$ cat src/rtl/corevx_tlb_ctrl.sv
// corevx_tlb_ctrl
// Sequencer and arbiter for an array of WAYS corevx_tlb_way instances. It takes
// one command at a time from the MMU / page-table walker, drives the ways'
// command strobes, merges the per-way resolve results into a single response,
// and keeps a round-robin victim pointer for refills.
//
// Handshakes (valid/ready): a transfer happens on a rising clk edge where both
// valid and ready are high. A requester holds valid and its payload stable until
// that edge. cmd_ready is high only while the controller is idle. resp_valid
// stays high with resp_* frozen until the consumer takes it with resp_ready.
//
// Ports
//   clk, rst_n           clock, synchronous active-low reset
//   cmd_*                command channel (op 01 resolve, 10 write, 11 invalidate,
//                        00 accepted and ignored)
//   resp_*               resolve result channel
//   way_resolve/write/invalidate  single-cycle command strobes to the ways
//   way_enable/vaddr/accesstag_w/phys_w  command payload registered on accept
//   way_miss/done/accesstag_r/phys_r     per-way results, way i in slice i
//   fsm_state            current controller state, for observation only
module corevx_tlb_ctrl #(
   parameter int WAYS   = 4,
   parameter int WAYS_W = $clog2(WAYS)
) (
   input  logic               clk,
   input  logic               rst_n,
   input  logic               cmd_valid,
   output logic               cmd_ready,
   input  logic [1:0]         cmd_op,
   input  logic [19:0]        cmd_vaddr,
   input  logic               cmd_enable,
   input  logic [7:0]         cmd_accesstag,
   input  logic [21:0]        cmd_phys,
   output logic               resp_valid,
   input  logic               resp_ready,
   output logic               resp_miss,
   output logic               resp_multihit,
   output logic [7:0]         resp_accesstag,
   output logic [21:0]        resp_phys,
   output logic               way_resolve,
   output logic [WAYS-1:0]    way_write,
   output logic               way_invalidate,
   output logic               way_enable,
   output logic [19:0]        way_vaddr,
   output logic [7:0]         way_accesstag_w,
   output logic [21:0]        way_phys_w,
   input  logic [WAYS-1:0]    way_miss,
   input  logic [WAYS-1:0]    way_done,
   input  logic [8*WAYS-1:0]  way_accesstag_r,
   input  logic [22*WAYS-1:0] way_phys_r,
   output logic [2:0]         fsm_state
);

   typedef enum logic [2:0] {
      S_IDLE  = 3'd0,
      S_ISSUE = 3'd1,
      S_WAIT  = 3'd2,
      S_RESP  = 3'd3,
      S_WR    = 3'd4,
      S_INV   = 3'd5
   } state_t;

   state_t            state, state_nx;
   logic [WAYS_W-1:0] victim;

   logic [WAYS-1:0]   hit;
   logic [WAYS_W:0]   hit_cnt;
   logic              sel_found;
   logic [7:0]        sel_tag;
   logic [21:0]       sel_phys;
   logic              all_done;
   logic              accept;

   assign all_done  = &way_done;
   assign accept    = (state == S_IDLE) && cmd_valid;
   assign fsm_state = state;

   // Merge the way results: lowest-index hit wins, way 0 when nothing hits.
   always_comb begin
      hit       = ~way_miss;
      hit_cnt   = '0;
      sel_found = 1'b0;
      sel_tag   = way_accesstag_r[7:0];
      sel_phys  = way_phys_r[21:0];
      for (int i = 0; i < WAYS; i++) begin
         if (hit[i]) begin
            hit_cnt = hit_cnt + {{WAYS_W{1'b0}}, 1'b1};
            if (!sel_found) begin
               sel_found = 1'b1;
               sel_tag   = way_accesstag_r[i*8 +: 8];
               sel_phys  = way_phys_r[i*22 +: 22];
            end
         end
      end
   end

   always_ff @(posedge clk) begin
      if (!rst_n) begin
         state           <= S_IDLE;
         victim          <= '0;
         resp_miss       <= 1'b0;
         resp_multihit   <= 1'b0;
         resp_accesstag  <= '0;
         resp_phys       <= '0;
         way_enable      <= 1'b0;
         way_vaddr       <= '0;
         way_accesstag_w <= '0;
         way_phys_w      <= '0;
      end else begin
         state <= state_nx;
         if (accept) begin
            way_enable      <= cmd_enable;
            way_vaddr       <= cmd_vaddr;
            way_accesstag_w <= cmd_accesstag;
            way_phys_w      <= cmd_phys;
         end
         if (state == S_WAIT && all_done) begin
            resp_miss      <= ~|hit;
            // With translation disabled every way reports a hit, so a
            // multi-hit there is expected and not an error.
            resp_multihit  <= (hit_cnt > (WAYS_W+1)'(1)) && way_enable;
            resp_accesstag <= sel_tag;
            resp_phys      <= sel_phys;
         end
         if (state == S_WR) begin
            victim <= victim + {{(WAYS_W-1){1'b0}}, 1'b1};
         end else if (state == S_INV) begin
            victim <= '0;
         end
      end
   end

   always_comb begin
      state_nx       = state;
      cmd_ready      = 1'b0;
      resp_valid     = 1'b0;
      way_resolve    = 1'b0;
      way_invalidate = 1'b0;
      way_write      = '0;
      case (state)
         S_IDLE: begin
            cmd_ready = 1'b1;
            if (cmd_valid) begin
               case (cmd_op)
                  2'b01:   state_nx = S_ISSUE;
                  2'b10:   state_nx = S_WR;
                  2'b11:   state_nx = S_INV;
                  default: state_nx = S_IDLE;
               endcase
            end
         end
         S_ISSUE: begin
            way_resolve = 1'b1;
            state_nx    = S_WAIT;
         end
         S_WAIT: begin
            if (all_done) state_nx = S_RESP;
         end
         S_RESP: begin
            resp_valid = 1'b1;
            if (resp_ready) state_nx = S_IDLE;
         end
         S_WR: begin
            way_write = {{(WAYS-1){1'b0}}, 1'b1} << victim;
            state_nx  = S_IDLE;
         end
         S_INV: begin
            way_invalidate = 1'b1;
            state_nx       = S_IDLE;
         end
         default: state_nx = S_IDLE;
      endcase
   end

endmodule

$ cat config.mk
export PLATFORM = sky130hd
export DESIGN_NAME = corevx_tlb_ctrl
export DESIGN_NICKNAME = d
export VERILOG_FILES = /design/src/rtl/corevx_tlb_ctrl.sv
export SDC_FILE = /design/constraint.sdc
export NUM_CORES = 1
export LEC_CHECK = 0
export CORE_MARGIN = 2
export CORE_UTILIZATION = 33
export CTS_CLUSTER_SIZE = 10
export DETAILED_ROUTE_END_ITERATION = 8
export PLACE_DENSITY_LB_ADDON = 0.3
export SYNTH_ARGS = -nofsm -noshare
export SYNTH_HDL_FRONTEND = slang
export SYNTH_SLANG_ARGS = --single-unit
$ cat constraint.sdc
create_clock -name clk -period 1.6 [get_ports clk]
set_input_delay 0.32 -clock clk [delete_from_list [all_inputs] [get_ports clk]]
set_output_delay 0.32 -clock clk [all_outputs]
set_load 0.05 [all_outputs]
Yosys cells after proc, flatten, opt, wreduce, memory -nomap -nowiden. Index checks and enable logic that the tools add are counted.

Output and inout bits: 94. Logic and storage cells: 68. Register bits: 88.

Eq/ne operators: 11. Mux-type cells: 31. Reduce and logical (&&, ||, !) cells: 9. Bitwise logic cells: 1. Shift-type cells: 1. Add/subtract/negate cells: 4. Order comparisons: 1.

Operators by type and width (count): 2-to-1 mux 22 bit (6); 2-to-1 mux 8 bit (6); 2-to-1 mux 3 bit (6); one-hot mux 3 bit (4 select lines) (1); adder 3 x 1 -> 3 bit, second input constant (3); one-hot mux 3 bit (3 select lines) (1); 2-to-1 mux 1 bit (8); == test 3 x 2 -> 1 bit, second input constant (2); == test 3 bit, second input constant (2); inequality test 2 bit, second input constant (3); == test 2 bit, second input constant (2); 2-to-1 mux 2 bit (2); 2-to-1 mux 4 bit (1); inverter 4 bit (1); AND reduction 4 bit (1); OR reduction 4 bit (1); << shifter 1 x 2 -> 4 bit, first input constant (1); == test 3 x 1 -> 1 bit, second input constant (1); greater-than comparator 3 x 1 -> 1 bit, second input constant (1); logical AND 1 bit (3); zero test 3 bit (1); AND reduction 3 bit (1); adder 2 x 1 -> 2 bit, second input constant (1); == test 2 x 1 -> 1 bit, second input constant (1); other kinds (2) (2).

Longest topological paths before layout. Gate-level depths: netlist (run 1).

Word-level depth: 10. Depth in mapped cells: 8. Depth with buffers taken out: 8.

Least setup slack after synthesis (run 1). Ideal clock, no wire load.

Kind: flip-flop to flip-flop. Start point: register state[0] (netlist: fsm_state[0]). End point: register way_phys_w[10]. Library setup time: 0.123 ns. Slack: -0.946 ns. Arrival time: 2.423 ns. Clock period less this slack: 2.546 ns. Stages on the path, launching flop included: 6. Cell sequence: dfxtp_1 > nor3_1 > nand2_1 > clkbuf_1 > nand2_1 > a21boi_0.

Longest elaborated chain between the ends: 2.

RTL lines: start, declared (line 63) `state_t state, state_nx;`; start signal, assigned (line 110) `state <= state_nx;`; zero test 3 bit (line 75) `assign accept = (state == S_IDLE) && cmd_valid;`; logical AND 1 bit (line 75); end signal, assigned (line 115) `way_phys_w <= cmd_phys;`; end, declared (line 46) `output logic [21:0] way_phys_w,`.

Every way passes these cells. A chain may end at the register's enable or synchronous reset.

Worst setup path in the final report (run 1).
Start point: register state[1] (netlist: fsm_state[1]). End point: output port way_write[3].

Longest elaborated chain between the ends: 2.

RTL lines: == test 3 bit (line 140) `case (state)`; 2-to-1 mux 4 bit (line 140); end, declared (line 41) `output logic [WAYS-1:0] way_write,`.

Every way passes these cells.

==> results of run 1 <==
==> power by group through the flow <==
stage | clock network (W) | registers [W] | logic (W)
final | 0.00206 | 0.00237 | 0.00169
after global routing | 0.00223 | 0.00238 | 0.00180
after CTS | 0.00212 | 0.00237 | 0.00169
after detailed placement | 0 | 0.00242 | 0.00165
after global placement | 0 | 0.00241 | 0.00163
after floorplan | 0 | 0.00274 | 0.000501
==> registers in the layout, summed over array words and instances (netlist names) <==
signal           count
fsm_state            3
resp_multihit        1
way_vaddr           20
way_accesstag_w      8
way_phys_w          22
resp_miss            1
resp_accesstag       8
resp_phys           22
way_enable           1
victim               2
==> path summary, 6_finish.rpt <==
check / from / endpoint / slack (ps) / depth (start not counted)
setup reg to reg: fsm_state[0] / resp_phys[13] / 40 / 7
setup / recovery: fsm_state[1] / way_write[3] / 30 / 3
hold / removal: rst_n / resp_phys[20] / 350 / 3
hold reg to reg: way_phys_w[20] / way_phys_w[20] / 460 / 2
==> logic make-up after synthesis <==
family	count (synthesis)	synth area share, %
AOI/OAI and AO/OA	152	24.5
xor gates and xnor gates	2	0.407
adders and majority gates	8	2.32
buffers and inverters	52	5.81
DFF	88	40.9
muxes	31	7.23
and+or+nand+nor	196	18.9
==> metrics by stage <==
step / hold slack [ps] / power, W
detailed placement: 448 / 0.00407
finish: 348 / 0.00612
global route: 378 / 0.00640
CTS: 349 / 0.00618
global placement: 441 / 0.00404
floorplan: 420 / 0.00325
==> metal layers <==
metal,global-route usage [%],part of all wire (%),up-vias
li1,-,-,2380
met1,22.1,40,2155
met2,34.3,50,179
met3,6.61,8.1,29
met4,7.53,2.5,0
met5,0,0,-
==> worst register-to-register path: stages (launching register included) <==
cell and delay, ps:
dfxtp_4 390, buf_4 170, nor4b_4 200, buf_4 180
buf_12 150, buf_12 130, o21ai_1 70, a31oi_1 170
==> layout make-up <==
| cell class | instances | share of cell area (%) |
|---|---|---|
| clock buffer | 11 | 3.18 |
| multi-input combinational | 389 | 30.2 |
| timing repair buffer | 315 | 41.0 |
| inverter | 5 | 0.235 |
| clock inverter | 5 | 0.470 |
| sequential | 88 | 22.3 |
| tap | 172 | 2.70 |
==> cells in the final DEF, fill, tap and decap left out, types with 13 or more instances in the layout <==
| cell type | n |
|---|---|
| buf_12 | 28 |
| o21ai_1 | 28 |
| dfxtp_1 | 83 |
| nor2_1 | 32 |
| nand2_1 | 138 |
| a21boi_0 | 18 |
| clkbuf_16 | 13 |
| mux2i_1 | 30 |
| a21boi_1 | 34 |
| a211o_1 | 30 |
| clkdlybuf4s50_1 | 176 |
| a31oi_1 | 31 |
| buf_4 | 95 |
==> what timing repair did <==
action,in CTS,in global routing
endpoints found under the setup margin,35,37
pin swaps,6,4
gates cloned,1,3
resized for setup,19,13
buffers inserted,2,5
==> impl_results.md, run 1 <==
- Initial antenna violation count: 0
- # placed instances: 958
- Syn Inst Count: between 500 and 600
- Starting Density: about a third
- Post-DP HPWL: 10,700 um
- Most frequent cell after synthesis: nand2_1
- HP Class: primary input to register
- Worst-Margin Slew: ~310 ps
- Final setup violation count: 0
- Top delay family on crit path: flip-flops
- Routability Congestion: 0.856
- Top cell type by total area after synthesis: dfxtp_1
- Tot GR Track Use: 19.7%
- N_diodes: 0
- Mean Syn Cell Area: between 8 and 9 um^2
- Num CTS Buffers: 9
- # clock sinks: 88
- Clk root buf: clkbuf_16
- Final WL: ~14,000 um
- PwrDens: ~770 mW/mm^2
- Final nets: between 1,000 and 1,500
- Sequential element share of the synthesized area: ~41%
- Switch share: between 20% and 30%
- Status: complete, no violations
- Dpl cell area: approximately 0.0074 mm^2
- Register area: roughly 0.0018 mm^2
- Synthesized area: 0.00431 mm^2
- Die area: about 0.014 mm^2
- Clock Path Buffers: 2
- Post-route ant nets: 0
- GRT Residual Overflow: 0
- Relative slew slack: 79.1%
- WL/cell: about 15 um
- Synth warn: 0
- Critical path endpoint category: primary output
- First DRT Iteration DRCs: 198
- Via Count: between 4,000 and 5,000
- Die width: about 120 um
- CP peak stage delay: around 390 ps
- P_sw: 0.00180 W
- Pre-CTS setup slack: -599 ps
- Global-route wire length before repair: roughly 23,000 um
- Endpoints failing hold: 0
- CTS tree: yes
- Clock share of power: 33.6%
- Final Skew: around 5.6 ps
- CP max FO: 7
- First drt pass iteration count: 4
- Share of cells above drive strength 1: between 20% and 30%
- Mapped Nets: ~720
- VDD IR max: roughly 420 uV
- FMAX: roughly 640 MHz
- Number of synthesized flops with an enable pin: 0
- Largest net degree at the start of global routing: between 50 and 60
- Worst EP required: about 1300 ps
- Fin crit period: between 1500 and 2000 ps
- Synth-to-layout area growth: 85.2%
- Post-route cell area: between 0.007 and 0.008 mm^2
- Multi-input logic area: ~0.0024 mm^2
- Worst path slowest cell: dfxtp_4
- Die Y: between 100 and 150 um
- Sequential share of power: between 30% and 40%
- Leakage: between 3 and 4 nW
- Max Slew Vio Count: 0
- Arrival time worst endpoint: between 1000 and 1500 ps
- Fill cells: between 1,000 and 1,500
- Crit Path Category: register to primary output
- Async set-reset flop share out of synthesis: 0%
- # port buffers: roughly 280
- Cell variety after synth: 34
- Max-cap violations: 0
- H-tree depth reported by CTS: 3
- Hold buffer count at CTS: 0
- Vias in the first global route: around 4,700
- Main synth FF type: dfxtp_1
- Area contributors post-synth: dfxtp_1, nand2_1, mux2i_1
- Combinational power share: about 28%
- Cell internal pwr: ~0.0043 W
- FP Rows: between 40 and 50
- Num ports: 279
- Yosys reg bits: 88
- Leading cell types by count after synthesis: nand2_1, dfxtp_1, nor2_1
- CP Buf/Inv Count: 1
- Crit share post-route: approximately 98%
- Fin worst setup slack: between 20 and 30 ps
- Setup_tns: 0 ps
- DRC: 0
- Skew-Pair Late Insertion Delay: approximately 330 ps
- Critical path cell sequence: nor2_4, and3_2, buf_12
- Final Non-Filler Cells: between 900 and 1,000
- Post-synth top area share: 40.9%
- Vias/cell: about 4.8
- Core ar.: ~0.013 mm^2
- Fin util: between 60% and 70%
- Clock slew at reported path FFs: 60 ps
- Type of origin of the critical path: register
Note: power is estimated with default switching activity, not from simulation.
==> run 2, diff against run 1 <==
--- a/config.mk
+++ b/config.mk
@@ -9,7 +9,9 @@
 export CORE_UTILIZATION = 33
 export CTS_CLUSTER_SIZE = 10
 export DETAILED_ROUTE_END_ITERATION = 8
+export HOLD_SLACK_MARGIN = 0.06
 export PLACE_DENSITY_LB_ADDON = 0.3
+export SETUP_SLACK_MARGIN = 0.02
 export SYNTH_ARGS = -nofsm -noshare
 export SYNTH_HDL_FRONTEND = slang
 export SYNTH_SLANG_ARGS = --single-unit
==> run 2 against run 1 <==
Setup slack worse by 5.7 ps; clock power grew 5%; clock-buffer cell count is 1 higher; largest power group unchanged; critical path depth stayed put; sequential share of layout area fell by 0.056 points; final cell count rose by 0.10%.
==> impl_results.md, run 2 (same netlist as run 1, synthesis figures left out) <==
- Status: complete, no violations (unchanged)
- RSZ-0062 raised after global routing: yes
- Max-cap violations: 0 (unchanged)
- Worst Reg-to-Reg Cells: 6 (was 7)
- Clock slew at reported path FFs: 60 ps (about the same)
- Share of cells above drive strength 1: 21.9% (was 21.6%)
- P_sw: 0.00178 W (was 0.00180 W)
- Final nets: 1,002 (was 1,001)
- First DRT Iteration DRCs: 231 (was 198)
- Type of origin of the critical path: register (unchanged)
- Starting Density: 34.0% (unchanged)
- Synth-to-layout area growth: 86.2% (was 85.2%)
- Skew-Pair Late Insertion Delay: 340 ps (was 330 ps)
- Final Non-Filler Cells: 986 (was 985)
- Dpl cell area: 0.00742 mm^2 (was 0.00743 mm^2)
- Fin crit period: 1580 ps (was 1570 ps)
- Global-route wire length before repair: 23,500 um (was 22,600 um)
- Largest regs: resp_phys: 22 flops, way_phys_w: 22 flops, way_vaddr: 20 flops (unchanged)
- PwrDens: 778 mW/mm^2 (was 767 mW/mm^2)
- Commonest non-fill, non-tap cell in the layout: clkdlybuf4s50_1 (unchanged)
- Routability Congestion: 0.789 (was 0.856)
- # placed instances: 955 (was 958)
- Register area: 0.00178 mm^2 (about the same)
- Die width: 118 um (unchanged)
- Final WL: 15,000 um (was 14,400 um)
- Fill cells: 1,072 (was 1,054)
- Crit path depth: 3 (unchanged)
- Arrival time worst endpoint: 1260 ps (was 1250 ps)
- CP max FO: 6 (was 7)
- Post-DP HPWL: 11,000 um (was 10,700 um)
- CP Buf/Inv Count: 2 (was 1)
- Crit Path Category: register to primary output (unchanged)
- Die area: 0.0140 mm^2 (unchanged)
- Switch share: 28.4% (was 29.5%)
- Combinational power share: 27.6% (about the same)
- Cell internal pwr: 0.00447 W (was 0.00431 W)
- HP Class: primary input to register (unchanged)
- Leakage: 3.49 nW (was 3.50 nW)
- DRC: 0 (unchanged)
- Commonest cells after routing, fill and taps aside: clkdlybuf4s50_1, nand2_1, buf_4, dfxtp_1, a21boi_1 (unchanged)
- FP Rows: 41 (unchanged)
- Die Y: 118 um (unchanged)
- Final Skew: 10.1 ps (was 5.55 ps)
- Worst EP required: 1280 ps (about the same)
- First drt pass iteration count: 5 (was 4)
- GRT Residual Overflow: 0 (unchanged)
- VDD IR max: 407 uV (was 417 uV)
- Largest net degree at the start of global routing: 61 (was 57)
- Vias in the first global route: 4,900 (was 4,692)
- WL/cell: 15.2 um (was 14.6 um)
- Relative slew slack: 79.9% (was 79.1%)
- Core ar.: 0.0127 mm^2 (unchanged)
- Clk root buf: clkbuf_16 (unchanged)
- # clock sinks: 88 (unchanged)
- Pre-CTS setup slack: -582 ps (was -599 ps)
- Final setup violation count: 0 (unchanged)
- Num ports: 279 (unchanged)
- Critical path cell sequence: buf_4, and3b_2, buf_12 (was nor2_4, and3_2, buf_12)
- Clock share of power: 34.5% (was 33.6%)
- Crit share post-route: 98.5% (was 98.1%)
- Max Slew Vio Count: 0 (unchanged)
- Hold path depth: 3 (unchanged)
- Sequential share of power: 37.9% (was 38.7%)
- Vias/cell: 4.96 (was 4.82)
- Top delay family on crit path: flip-flops (unchanged)
- CP peak stage delay: 370 ps (was 390 ps)
- Endpoints failing hold: 0 (unchanged)
- Tot GR Track Use: 20.7% (was 19.7%)
- Post-route ant nets: 0 (unchanged)
- Worst-Margin Slew: 300 ps (was 312 ps)
- Initial antenna violation count: 0 (unchanged)
- Critical path endpoint category: primary output (unchanged)
- Hold_ws: 373 ps (was 348 ps)
- # port buffers: 278 (unchanged)
- Num CTS Buffers: 9 (unchanged)
- Post-route cell area: 0.00802 mm^2 (was 0.00798 mm^2)
- Fin worst setup slack: 24.0 ps (was 29.6 ps)
- Worst path slowest cell: dfxtp_4 (unchanged)
- H-tree depth reported by CTS: 3 (unchanged)
- Clock Path Buffers: 2 (unchanged)
- CTS tree: yes (unchanged)
- Multi-input logic area: 0.00243 mm^2 (was 0.00241 mm^2)
- N_diodes: 0 (unchanged)
- Via Count: 4,887 (was 4,743)
- FMAX: 635 MHz (was 637 MHz)
-- run 2: stage by stage --
step | power, W | setup TNS (ps) | util (%)
floorplan | 0.00325 | -1800 | -
global placement | 0.00405 | -12730 | 58.6
detailed placement | 0.00408 | -14280 | 58.6
CTS | 0.00630 | 0 | 62.6
global route | 0.00652 | -13.8 | 63.3
finish | 0.00624 | 0 | 63.3
-- run 2: area by class of cell --
type                    count  area share [%]
repair buffers            316            40.7
flip-flops and latches     88            22.2
inverters                   5           0.296
clock inverters             4           0.655
multi-input cells         389            30.3
clock buffers              12            3.20
well taps                 172            2.68
-- run 2: repair_timing --
| item | 4_1_cts | 5_1_grt |
|---|---|---|
| setup buffers | 5 | 7 |
| setup endpoints to repair | 35 | 6 |
| resized for setup | 33 | 12 |
| hold buffers | 0 | 0 |
| cloned | 3 | 0 |
| pin swaps | 5 | 3 |
-- run 2: worst paths after layout --
kind                       from            endpoint  slack, ps
max reg2reg        fsm_state[1]       resp_phys[14]         80
min                       rst_n   resp_accesstag[4]        370
min reg2reg  way_accesstag_w[7]  way_accesstag_w[7]        450
max                fsm_state[1]      way_invalidate         20
-- run 2: tightest hold or removal path, cell delays in order --
cell and delay [ps]:
buf_2 190, o21ai_1 110, a31oi_1 40
-- run 2: power by group through the flow --
stage | sequential, W | clock [W] | combinational [W]
2_1_floorplan | 0.00274 | 0 | 0.000501
3_3_place_gp | 0.00241 | 0 | 0.00164
4_1_cts | 0.00237 | 0.00222 | 0.00170
6_report | 0.00237 | 0.00216 | 0.00172
5_1_grt | 0.00238 | 0.00231 | 0.00183
3_5_place_dp | 0.00242 | 0 | 0.00166
-- run 2: metal layers --
| metal | GRT usage [%] | up-vias | part of all wire (%) |
|---|---|---|---|
| li1 | - | 2384 | - |
| met1 | 23.0 | 2271 | 39 |
| met2 | 36.3 | 203 | 51 |
| met3 | 6.18 | 29 | 8.0 |
| met4 | 9.49 | 0 | 2.5 |
| met5 | 0 | - | 0 |
==> run 3, diff against run 2 <==
--- a/config.mk
+++ b/config.mk
@@ -10,7 +10,7 @@
 export CTS_CLUSTER_SIZE = 10
 export DETAILED_ROUTE_END_ITERATION = 8
 export HOLD_SLACK_MARGIN = 0.06
-export PLACE_DENSITY_LB_ADDON = 0.3
+export PLACE_DENSITY = 0.73
 export SETUP_SLACK_MARGIN = 0.02
 export SYNTH_ARGS = -nofsm -noshare
 export SYNTH_HDL_FRONTEND = slang
==> run 3 against run 2 <==
Maximum frequency up 0.46%; non-clock buffer count down 6; hold slack better by 82 ps; first-iteration DRC count up 25%; critical path type unchanged; critical endpoint is now way_write[2].
==> impl_results.md, run 3 (same netlist as run 1, synthesis figures left out) <==
- Status: complete, no violations (unchanged)
- Final total power: 0.00629 W (was 0.00624 W)
- CP max FO: 8 (was 6)
- Worst path slowest cell: dfxtp_4 (unchanged)
- Flop2flop setup slack: 130 ps (was 80 ps)
- Commonest cells after routing, fill and taps aside: clkdlybuf4s50_1, nand2_1, buf_4, dfxtp_1, a21boi_1 (unchanged)
- First drt pass iteration count: 4 (was 5)
- Critical path endpoint category: primary output (unchanged)
- PwrDens: 799 mW/mm^2 (was 778 mW/mm^2)
- VDD IR max: 525 uV (was 407 uV)
- Final Skew: 3.25 ps (was 10.1 ps)
- Starting Density: 34.0% (unchanged)
- CP peak stage delay: 390 ps (was 370 ps)
- Leakage: 3.42 nW (was 3.49 nW)
- Metal2 WL: 7480 um (was 7600 um)
- Core ar.: 0.0127 mm^2 (unchanged)
- Fill cells: 1,064 (was 1,072)
- Num ports: 279 (unchanged)
- N_diodes: 0 (unchanged)
- Clk root buf: clkbuf_16 (unchanged)
- Worst Reg-to-Reg Cells: 5 (was 6)
- Vias/cell: 4.90 (was 4.96)
- Synth-to-layout area growth: 82.7% (was 86.2%)
- Dpl cell area: 0.00734 mm^2 (was 0.00742 mm^2)
- Final WL: 14,900 um (was 15,000 um)
- GRT Residual Overflow: 0 (unchanged)
- Global-route wire length before repair: 23,900 um (was 23,500 um)
- Relative slew slack: 76.7% (was 79.9%)
- H-tree depth reported by CTS: 3 (unchanged)
- Max-cap violations: 0 (unchanged)
- Share of cells above drive strength 1: 21.5% (was 21.9%)
- Post-DP HPWL: 11,000 um (about the same)
- DR top layer: met4 (unchanged)
- Crit share post-route: 98.0% (was 98.5%)
- Die Y: 118 um (unchanged)
- R2R Path End: way_phys_w[0] (was resp_phys[14])
- # clock sinks: 88 (unchanged)
- CP endpoint: way_write[2] (was way_invalidate)
- Endpoints failing hold: 0 (unchanged)
- Final nets: 996 (was 1,002)
- HP Class: register to register (was primary input to register)
- Type of origin of the critical path: register (unchanged)
- Clock Path Buffers: 2 (unchanged)
- Tot GR Track Use: 21.1% (was 20.7%)
- Num CTS Buffers: 9 (unchanged)
- Crit path depth: 3 (unchanged)
- FMAX: 637 MHz (was 635 MHz)
- Largest regs: resp_phys: 22 flops, way_phys_w: 22 flops, way_vaddr: 20 flops (unchanged)
- CP Buf/Inv Count: 1 (was 2)
- Die area: 0.0140 mm^2 (unchanged)
- R2R Path Start: fsm_state[2] (was fsm_state[1])
- Critical path cell sequence: nor2_4, and3_4, buf_12 (was buf_4, and3b_2, buf_12)
- Initial antenna violation count: 0 (unchanged)
- Arrival time worst endpoint: 1250 ps (was 1260 ps)
- Crit Path Category: register to primary output (unchanged)
- Worst-Margin Slew: 350 ps (was 300 ps)
- Worst setup path startpoint: fsm_state[1] (unchanged)
- # port buffers: 278 (unchanged)
- Hold buffer count at CTS: 0 (unchanged)
- RSZ-0062 raised after global routing: yes (unchanged)
- Vias in the first global route: 4,889 (was 4,900)
- Met3 wire length: 1200 um (was 1190 um)
- WL met1: 5690 um (was 5790 um)
- DRC: 0 (unchanged)
- Commonest non-fill, non-tap cell in the layout: clkdlybuf4s50_1 (unchanged)
- WL/cell: 15.2 um (about the same)
- Final setup violation count: 0 (unchanged)
- Skew-Pair Late Insertion Delay: 340 ps (about the same)
- Post-route ant nets: 0 (unchanged)
- Die width: 118 um (unchanged)
- Worst EP required: 1280 ps (about the same)
- Via Count: 4,804 (was 4,887)
- CTS tree: yes (unchanged)
- Largest net degree at the start of global routing: 56 (was 61)
- Clock slew at reported path FFs: 60 ps (about the same)
- First DRT Iteration DRCs: 289 (was 231)
- Top delay family on crit path: flip-flops (unchanged)
- Post-route cell area: 0.00787 mm^2 (was 0.00802 mm^2)
- Setup_tns: 0 ps (unchanged)
- Fin crit period: 1570 ps (was 1580 ps)
- Routability Congestion: 0.815 (was 0.789)
- FP Rows: 41 (unchanged)
- Max Slew Vio Count: 0 (unchanged)
-- run 3: cell count changes in the layout (fill, tap and decap cells not counted), moves of 2 or more --
cell / delta
buf_12: -6
ha_2: +4
buf_4: +2
buf_6: +2
clkbuf_2: -2
clkinv_4: -2
ha_1: -2
ha_4: -2
-- run 3: worst min-delay path by stage --
stage | to | startpoint | cells after the start | slack (ps)
after global placement | way_vaddr[8] | way_vaddr[8] | 2 | 440
after CTS | fsm_state[2] | rst_n | 4 | 440
after floorplan | fsm_state[1] | resp_ready | 1 | 420
after global routing | fsm_state[2] | rst_n | 4 | 480
final | way_vaddr[19] | way_vaddr[19] | 2 | 450
after detailed placement | way_vaddr[19] | way_vaddr[19] | 2 | 450
-- run 3: routing by layer --
layer / global-route usage, % / vias to the layer above
met5: 0 / -
met4: 10.7 / 0
met3: 5.89 / 30
met2: 37.5 / 198
met1: 22.7 / 2201
li1: - / 2375
-- run 3: area by class of cell --
type / instances / area, um^2 / share of cell area [%]
well taps: 172 / 215 / 2.73
repair buffers: 310 / 3110 / 39.5
inverters: 5 / 21.3 / 0.270
multi-input cells: 389 / 2430 / 30.9
clock buffers: 12 / 268 / 3.40
clock inverters: 4 / 48.8 / 0.620
flip-flops and latches: 88 / 1780 / 22.6
-- run 3: worst reg2reg max path, delay by kind of cell (launching register included) --
family	cells	cell delay, ps
AOI/OAI and AO/OA	1	170
DFF	1	410
buffers and inverters	1	220
and+or+nand+nor	3	590
-- run 3: through the flow --
stage | util, % | hold slack, ps | worst slack (ps) | std cells
finish | 62.1 | 455 | 31.2 | 980
global route | 62.1 | 479 | -11.2 | 980
CTS | 62.0 | 439 | 18.7 | 980
detailed placement | 57.9 | 448 | -568 | 955
global placement | 57.9 | 441 | -539 | 955
floorplan | - | 420 | -44.3 | 529
-- run 3: what timing repair did --
| action | CTS | global route |
|---|---|---|
| pin swaps | 10 | 3 |
| gates cloned | 1 | 0 |
| resized for setup | 38 | 4 |
| buffers inserted | 8 | 1 |
| hold endpoints to repair | 0 | 0 |
| setup endpoints to repair | 35 | 15 |
-- run 3: where the power goes --
part	internal, W	leakage (nW)	switching [W]
logic	0.000861	2.55	0.000838
registers	0.00229	0.721	0.0000725
clock network	0.00135	0.154	0.000878
